--- src/rtl/imem_loader_pkg.sv ---
// imem_loader shared types and constants.
// Frame layout sizes and the loader state encoding.
package imem_loader_pkg;

    localparam int HDR_BYTES      = 2;
    localparam int BYTES_PER_WORD = 4;

    typedef enum logic [2:0] {
        S_IDLE,
        S_HDR_HI,
        S_HDR_LO,
        S_DATA,
        S_CSUM,
        S_DONE,
        S_ERROR
    } state_t;

    function automatic logic [7:0] csum_next(
        input logic [7:0] c,
        input logic [7:0] b
    );
        return c ^ b;
    endfunction

endpackage

--- src/rtl/imem_word_assembler.sv ---
// Big-endian byte-to-word assembler.
// word_done fires on the edge-cycle the last byte of a word is accepted.
module imem_word_assembler
    import imem_loader_pkg::*;
(
    input  logic        clk,
    input  logic        rst,
    input  logic        clr,
    input  logic        en,
    input  logic [7:0]  din,
    output logic [31:0] word,
    output logic        word_done
);

    localparam int CW = $clog2(BYTES_PER_WORD);

    logic [CW-1:0] cnt;
    logic [23:0]   sr;

    assign word      = {sr, din};
    assign word_done = en && (cnt == CW'(BYTES_PER_WORD - 1));

    // Byte counter and shift register; counter wraps per word.
    always_ff @(posedge clk or posedge rst) begin
        if (rst) begin
            cnt <= '0;
            sr  <= '0;
        end else if (clr) begin
            cnt <= '0;
            sr  <= '0;
        end else if (en) begin
            cnt <= cnt + 1'b1;
            sr  <= {sr[15:0], din};
        end
    end

endmodule

--- src/rtl/imem_loader.sv ---
// Instruction memory loader: framed byte stream to word writes.
// Holds the core in reset until a load finishes with a good checksum.
module imem_loader
    import imem_loader_pkg::*;
#(
    parameter int ADDR_W = 10,
    parameter int DEPTH  = 1024
) (
    input  logic              clk,
    input  logic              rst,
    input  logic              start,
    input  logic              in_valid,
    input  logic [7:0]        in_data,
    output logic              in_ready,
    output logic              mem_we,
    output logic [ADDR_W-1:0] mem_addr,
    output logic [31:0]       mem_wdata,
    output logic              busy,
    output logic              done,
    output logic              error,
    output logic              cpu_hold
);

    state_t          state;
    state_t          nstate;
    logic [15:0]     n_words;
    logic [15:0]     hdr_n;
    logic [ADDR_W:0] widx;
    logic [ADDR_W:0] widx_nxt;
    logic [7:0]      csum;
    logic            acc;
    logic            start_go;
    logic            last_word;
    logic            data_en;
    logic [31:0]     word;
    logic            word_done;

    assign acc       = in_valid && in_ready;
    assign hdr_n     = {n_words[15:8], in_data};
    assign widx_nxt  = widx + 1'b1;
    assign last_word = (16'(widx_nxt) == n_words);
    assign data_en   = acc && (state == S_DATA);
    assign start_go  = start && (state == S_IDLE ||
                                 state == S_DONE ||
                                 state == S_ERROR);

    imem_word_assembler u_asm (
        .clk       (clk),
        .rst       (rst),
        .clr       (start_go),
        .en        (data_en),
        .din       (in_data),
        .word      (word),
        .word_done (word_done)
    );

    // State register.
    always_ff @(posedge clk or posedge rst) begin
        if (rst) state <= S_IDLE;
        else     state <= nstate;
    end

    // Next-state and status decode.
    always_comb begin
        nstate   = state;
        in_ready = 1'b0;
        busy     = 1'b0;
        done     = 1'b0;
        error    = 1'b0;
        cpu_hold = 1'b1;
        unique case (state)
            S_IDLE: begin
                if (start) nstate = S_HDR_HI;
            end
            S_HDR_HI: begin
                in_ready = 1'b1;
                busy     = 1'b1;
                if (acc) nstate = S_HDR_LO;
            end
            S_HDR_LO: begin
                in_ready = 1'b1;
                busy     = 1'b1;
                if (acc) begin
                    if (hdr_n > 16'(DEPTH))  nstate = S_ERROR;
                    else if (hdr_n == 16'd0) nstate = S_CSUM;
                    else                     nstate = S_DATA;
                end
            end
            S_DATA: begin
                in_ready = 1'b1;
                busy     = 1'b1;
                if (word_done && last_word) nstate = S_CSUM;
            end
            S_CSUM: begin
                in_ready = 1'b1;
                busy     = 1'b1;
                if (acc) begin
                    if (in_data == csum) nstate = S_DONE;
                    else                 nstate = S_ERROR;
                end
            end
            S_DONE: begin
                done     = 1'b1;
                cpu_hold = 1'b0;
                if (start) nstate = S_HDR_HI;
            end
            S_ERROR: begin
                error = 1'b1;
                if (start) nstate = S_HDR_HI;
            end
            default: nstate = S_IDLE;
        endcase
    end

    // Header, word index, checksum and write-port registers.
    always_ff @(posedge clk or posedge rst) begin
        if (rst) begin
            n_words   <= '0;
            widx      <= '0;
            csum      <= '0;
            mem_we    <= 1'b0;
            mem_addr  <= '0;
            mem_wdata <= '0;
        end else begin
            mem_we <= 1'b0;
            if (start_go) begin
                n_words <= '0;
                widx    <= '0;
                csum    <= '0;
            end else begin
                if (acc) begin
                    unique case (state)
                        S_HDR_HI: begin
                            n_words[15:8] <= in_data;
                            csum <= csum_next(csum, in_data);
                        end
                        S_HDR_LO: begin
                            n_words[7:0] <= in_data;
                            csum <= csum_next(csum, in_data);
                        end
                        S_DATA: begin
                            csum <= csum_next(csum, in_data);
                        end
                        default: ;
                    endcase
                end
                if (word_done) begin
                    mem_we    <= 1'b1;
                    mem_addr  <= widx[ADDR_W-1:0];
                    mem_wdata <= word;
                    widx      <= widx_nxt;
                end
            end
        end
    end

endmodule

--- config.mk ---
export PLATFORM = sky130hd
export DESIGN_NAME = imem_loader
export DESIGN_NICKNAME = d
export VERILOG_FILES = /design/src/rtl/imem_loader_pkg.sv /design/src/rtl/imem_word_assembler.sv /design/src/rtl/imem_loader.sv
export SDC_FILE = /design/constraint.sdc
export NUM_CORES = 1
export LEC_CHECK = 0
export ABC_AREA = 0
export CAP_MARGIN = 5
export CORE_MARGIN = 1.5
export CORE_UTILIZATION = 50
export DETAILED_ROUTE_END_ITERATION = 8
export GPL_ROUTABILITY_DRIVEN = 0
export GPL_TIMING_DRIVEN = 0
export HOLD_SLACK_MARGIN = 0.03
export MAX_ROUTING_LAYER = met4
export PLACE_DENSITY = 0.74
export SLEW_MARGIN = 25
export SYNTH_ARGS = -nofsm -noshare
export SYNTH_HDL_FRONTEND = slang
export SYNTH_SLANG_ARGS = --single-unit
--- constraint.sdc ---
create_clock -name clk -period 3.1 [get_ports clk]
set_input_delay 0.465 -clock clk [delete_from_list [all_inputs] [get_ports clk]]
set_output_delay 0.465 -clock clk [all_outputs]
set_load 0.01 [all_outputs]
==> reports/summary.txt, run 1 <==
Yosys reg bits -> 107
Most frequent cells in the layout -> 212 x nand2_1, 107 x dfrtp_1, 51 x clkdlybuf4s50_1, 41 x a21oi_1, 34 x nor2_1
Final period util -> 85.1%
IO Pins -> 60
Fillers -> 852
First-pass GRT wire length -> 18700 µm
FP Rows -> 36
Root buffer cell -> clkbuf_8
Syn. warnings -> 0
Compound-Gate Fraction of Synth Area -> 9.26%
DRC -> 0
Via-per-instance ratio -> 5.34
Crit path DAT -> 2170 ps
Commonest non-fill, non-tap cell in the layout -> nand2_1
DRT Pass-1 Iters -> 5
Synth Cell Area -> 4950 µm²
CP Data Required Time -> 2630 ps
Dpl ws -> 166 ps
Area share of xor/xnor cells in the synthesized design -> 5.49%
Peak VDD IR -> 0.419 mV
Clock Tree Buf Depth -> 2
Crit path from -> state[0]
GR Util All Layers -> 23.7%
Peak fanout along the critical path -> 10
Min-delay worst type -> input pin to async pin
Max H-tree Level -> 3
Share of cells above drive strength 1 -> 4.98%
Routed wire per std cell -> 14.5 µm
Leakage -> 2.74 nW
Endpoints failing setup -> 0
R2R Path Start -> widx[1]
Slowest stage delay, CP -> 530 ps
Seq/Total Area, Yosys -> 54.1%
Setup TNS -> 0 ps
Initial core utilization -> 51.1%
Mapped Avg Cell Area -> 8.66 µm²
Detailed Place HPWL -> 8120 µm
Tightest Pin Transition -> 657 ps
Cts hold-fix bufs -> 0
Clk Latency, worst-skew pair -> 370 ps
Syn_nets -> 585
Initial antenna violation count -> 0
RSZ-0062 raised after global routing -> no
Yosys top cell by area -> dfrtp_1
Upper clock frequency limit -> 379 MHz
Synth top area cells -> dfrtp_1 54%, nand2_1 16%, a21oi_1 4.1%
Status -> completed
Mux cell area share after synthesis -> 2.02%
Routed vias -> 4136
Crit path capture type -> output pin
CTS tree -> done
Antenna-violating nets left -> 0
Max Cap Viol -> 0
Die ar. -> 10500 µm²
Core area -> 9680 µm²
Final hold violation count -> 0
Vias in the first global route -> 3782
CTS buffer count -> 9
Antenna cells -> 0
Simple-Gate Fraction of Synth Area -> 24.5%
Design area -> 5910 µm²
Adder-Cell Fraction of Synth Area -> 0.506%
CTS sink cnt -> 107
CP startpoint kind -> flip-flop
Fin. max-slew vios -> 0
# port buffers -> 51
Die height -> 102 µm
Post-synthesis cell count -> 571
Critical-path cell list -> clkbuf_1, nor2_1, xnor2_1, buf_4, clkdlybuf4s50_1
P&R area growth vs syn -> 19.5%
Final #Nets -> 651
Total wire length -> 11200 µm
CTS resizes -> 0
Initial DRC count -> 267
Netlist cell types -> 43
Die Wd -> 102 µm
Placed Area -> 5720 µm²
Hold_ws -> 412 ps
Fin worst setup slack -> 461 ps
Main combinational cell family by area after synthesis -> simple AND/OR/NAND/NOR gates
Synth top area share -> 54.1%
Reg clk slew, reported paths -> 110 ps
Crit path kind -> flip-flop to output pin
Fin crit period -> 2640 ps
Total power -> 5.06 mW
Worst Skew -> 13.4 ps
Reg2Reg Depth -> 7
Critical Path Slowest Stage Cell -> clkdlybuf4s50_1
Power Density -> 857 nW/µm²
Setup Buffers After CTS -> 0
GR Overflow Total -> 0
Largest net degree at the start of global routing -> 30
Worst rel slew slack -> 56.0%
path summary, 6_finish.rpt:
check / endpoint / slack [ps]
max: in_ready / 460
min: mem_wdata[24] / 410
max reg2reg: state[2] / 620
min reg2reg: mem_wdata[30] / 480
max in group asynchronous: n_words[11] / 1830
min in group clk: mem_wdata[0] / 470
critical path: cells and delay by family, from the launching register on:
family,cells,cell delay [ps]
xor gates and xnor gates,1,230
buffers and inverters,3,990
DFF,1,440
and+or+nand+nor,1,160
power by group:
part	leakage, nW	internal, mW	total (mW)	switching [mW]
registers	1.42	1.91	2.27	0.359
logic	1.22	0.952	1.98	1.03
clock network	0.0930	0.307	0.819	0.512
routing by layer:
layer / global-route usage (%) / share of wire [%] / vias up
li1: - / - / 1984
met1: 33.8 / 47 / 2004
met2: 35.9 / 47 / 135
met3: 3.08 / 4.9 / 13
met4: 6.74 / 1.3 / 0
met5: - / 0 / -
cell usage after synthesis (all sizes together):
| cell | instances |
|---|---|
| xor2 | 20 |
| and3b | 1 |
| nor3b | 1 |
| clkbuf | 32 |
| a21oi | 41 |
| o31ai | 2 |
| a221oi | 1 |
| a32oi | 1 |
| o41ai | 1 |
| mux2i | 10 |
| o311ai | 1 |
| nand2b | 6 |
| and3 | 2 |
| or4 | 1 |
| o21ai | 23 |
| nor3 | 3 |
| o21a | 2 |
| a31o | 1 |
| o22ai | 1 |
| ha | 2 |
| nand4 | 3 |
| nand3 | 9 |
| inv | 7 |
| xnor2 | 11 |
| a31oi | 1 |
| nand2 | 213 |
| buf | 10 |
| o211ai | 2 |
| o31a | 1 |
| or3 | 2 |
| and4b | 1 |
| nor2 | 34 |
| and4 | 3 |
| nor4 | 7 |
| a32o | 1 |
| a211o | 2 |
| dfrtp | 107 |
| nor2b | 4 |
| and2 | 1 |
kinds of logic after synthesis:
group | after synthesis
compound gates | 81
xor+xnor | 31
fa+ha+maj | 2
buf+inv | 49
flops | 107
mux | 10
simple gates | 291
state kept, by name (all words and copies together) (netlist names):
signal and count:
widx 11, u_asm.sr 24, mem_we 1, state 3, n_words 16, csum 8
mem_addr 10, mem_wdata 32, u_asm.cnt 2
area by class of cell:
class / count / area [µm²] / area share, %
buffer: 42 / 176 / 2.99
multi-input combinational: 415 / 2070 / 35.0
tap: 133 / 166 / 2.82
sequential: 107 / 2680 / 45.3
clock buffer: 9 / 124 / 2.10
clock inverter: 7 / 63.8 / 1.08
inverter: 7 / 30.0 / 0.508
timing repair buffer: 55 / 606 / 10.2
through the flow:
step           utilization, %  std cells
2_1_floorplan               -        571
3_3_place_gp             58.1        755
3_5_place_dp             59.1        759
4_1_cts                  61.0        775
5_1_grt                  61.0        775
6_report                 61.0        775
Power figures use the tool's default switching activity.
==> run 2: changes to the inputs <==
--- a/config.mk
+++ b/config.mk
@@ -8,13 +8,14 @@
 export ABC_AREA = 0
 export CAP_MARGIN = 5
 export CORE_MARGIN = 1.5
-export CORE_UTILIZATION = 50
+export CORE_UTILIZATION = 45
 export DETAILED_ROUTE_END_ITERATION = 8
+export DONT_BUFFER_PORTS = 1
 export GPL_ROUTABILITY_DRIVEN = 0
 export GPL_TIMING_DRIVEN = 0
 export HOLD_SLACK_MARGIN = 0.03
 export MAX_ROUTING_LAYER = met4
-export PLACE_DENSITY = 0.74
+export PLACE_DENSITY = 0.6
 export SLEW_MARGIN = 25
 export SYNTH_ARGS = -nofsm -noshare
 export SYNTH_HDL_FRONTEND = slang
==> run 2 against run 1 <==
- core utilization decreased by 11 points
- clock-buffer cell count increased by 1
- largest power group unchanged
- routed wire length increased by 0.66%
- sequential power increased by 6%
- highest routed layer unchanged
- clock skew increased by 6.4 ps
==> reports/summary.txt, run 2 (same netlist as run 1, synthesis figures left out) <==
Most frequent cells in the layout -> 212 x nand2_1, 107 x dfrtp_1, 41 x a21oi_1, 34 x nor2_1, 32 x clkbuf_1
Reg clk slew, reported paths -> 100 ps
Routed vias -> 3806
Critical Path Slowest Stage Cell -> dfrtp_1
GR Util All Layers -> 21.7%
Total wire length -> 11300 µm
Critical-path cell list -> ha_1, and3_1, nand3_1, o311ai_0, nor4_1, and4_1, a211o_1
Crit path capture type -> flip-flop
Worst rel slew slack -> 59.4%
DRT Pass-1 Iters -> 4
Die Wd -> 108 µm
Most flop-heavy register -> mem_wdata
Antenna cells -> 0
P_int -> 2.88 mW
Routed wire per std cell -> 15.5 µm
Share of cells above drive strength 1 -> 5.24%
Gate power share -> 30.5%
Peak VDD IR -> 0.398 mV
Antenna-violating nets left -> 0
First-pass GRT wire length -> 19000 µm
Final period util -> 77.4%
Upper clock frequency limit -> 417 MHz
Cells after DPL -> 715
Largest net degree at the start of global routing -> 31
Max H-tree Level -> 3
Final hold violation count -> 0
Crit path DAT -> 2670 ps
CTS sink cnt -> 107
Setup Buffers After CTS -> 0
Initial DRC count -> 236
Hold_ws -> 461 ps
Clock Tree Buf Depth -> 2
Clk Latency, worst-skew pair -> 400 ps
Clk pwr share -> 18.8%
Worst Skew -> 19.8 ps
Max Cap Viol -> 0
Non-filler cells, final -> 732
Via-per-instance ratio -> 5.20
Root buffer cell -> clkbuf_8
Core area -> 10800 µm²
CP startpoint kind -> flip-flop
NetSw -> 1.84 mW
Slowest stage delay, CP -> 490 ps
Fin crit period -> 2400 ps
CP Data Required Time -> 3370 ps
Setup TNS -> 0 ps
Tightest Pin Transition -> 607 ps
# port buffers -> 0
Hold depth -> 3
Die height -> 108 µm
Peak fanout along the critical path -> 7
Status -> completed
Power Density -> 870 nW/µm²
Detailed Place HPWL -> 8050 µm
Initial antenna violation count -> 0
Min-delay worst type -> input pin to flip-flop
Fin. max-slew vios -> 0
RSZ-0062 raised after global routing -> no
Initial core utilization -> 45.8%
Total power -> 4.73 mW
Crit path kind -> flip-flop to flip-flop
IO Pins -> 60
Biggest regs -> mem_wdata: 32 flops, u_asm.sr: 24 flops, n_words: 16 flops
Number of flip-flops in the largest register -> 32
P&R area growth vs syn -> 9.79%
Sequential power share -> 50.7%
FP Rows -> 38
Commonest non-fill, non-tap cell in the layout -> nand2_1
Endpoints failing setup -> 0
Reg2Reg Depth -> 7
Leakage -> 2.56 nW
GR Overflow Total -> 0
CTS buffer count -> 9
Sw frac -> 39.0%
CTS tree -> done
DRC -> 0
Vias in the first global route -> 3708
Die ar. -> 11600 µm²
Final #Nets -> 601
[run 2: path summary, 6_finish.rpt]
| path | start | to | slack, ps |
|---|---|---|---|
| worst max-delay path | widx[1] | state[2] | 700 |
| min in group asynchronous | rst | mem_wdata[26] | 550 |
| worst min register to register | u_asm.sr[21] | mem_wdata[29] | 470 |
| worst max register to register | widx[1] | state[2] | 700 |
| worst min-delay path | in_data[1] | mem_wdata[1] | 460 |
| max in group asynchronous | rst | n_words[13] | 1850 |
[run 2: power by group through the flow]
stage	logic, mW	registers, mW	clock network [mW]
floorplan	1.16	2.30	0
global placement	1.38	2.40	0
detailed placement	1.45	2.42	0
CTS	1.45	2.40	0.904
global route	1.65	2.46	0.966
finish	1.44	2.40	0.890
[run 2: per-stage QoR]
step	cell area, µm²	worst slack [ps]	utilization [%]
2_1_floorplan	4950	1040	-
3_3_place_gp	5120	788	47.5
3_5_place_dp	5220	779	48.4
4_1_cts	5430	748	50.3
5_1_grt	5430	533	50.3
6_report	5430	702	50.3
[run 2: worst max-delay path, delay by kind of cell, from the launching register on]
family                   cells  cell delay, ps
AO/OA/AOI/OAI                2             600
adder cells (fa/ha/maj)      1             330
AND/OR/NAND/NOR              4             880
flip-flops                   1             490
[run 2: final cells by class]
class	count	area, µm²
clock buffers	10	128
multi-input cells	415	2070
flip-flops and latches	107	2680
fillers	1030	5360
repair buffers	5	105
clock inverters	6	72.6
plain buffers	42	176
inverters	7	30.0
well taps	140	175
[run 2: per-layer routing]
layer  vias up  track usage [%]  routed length [µm]
met5         -                -                   0
li1       1876                -                   -
met4         0             6.77                 106
met2        84             31.8                5010
met3         8             3.69                 495
met1      1838             30.9                5690
[run 2: what timing repair did]
item | in CTS | in global routing
gates resized for setup | 0 | 0
endpoints found under the setup margin | 0 | 0
hold buffers | 1 | 0
endpoints found under the hold margin | 16 | 0
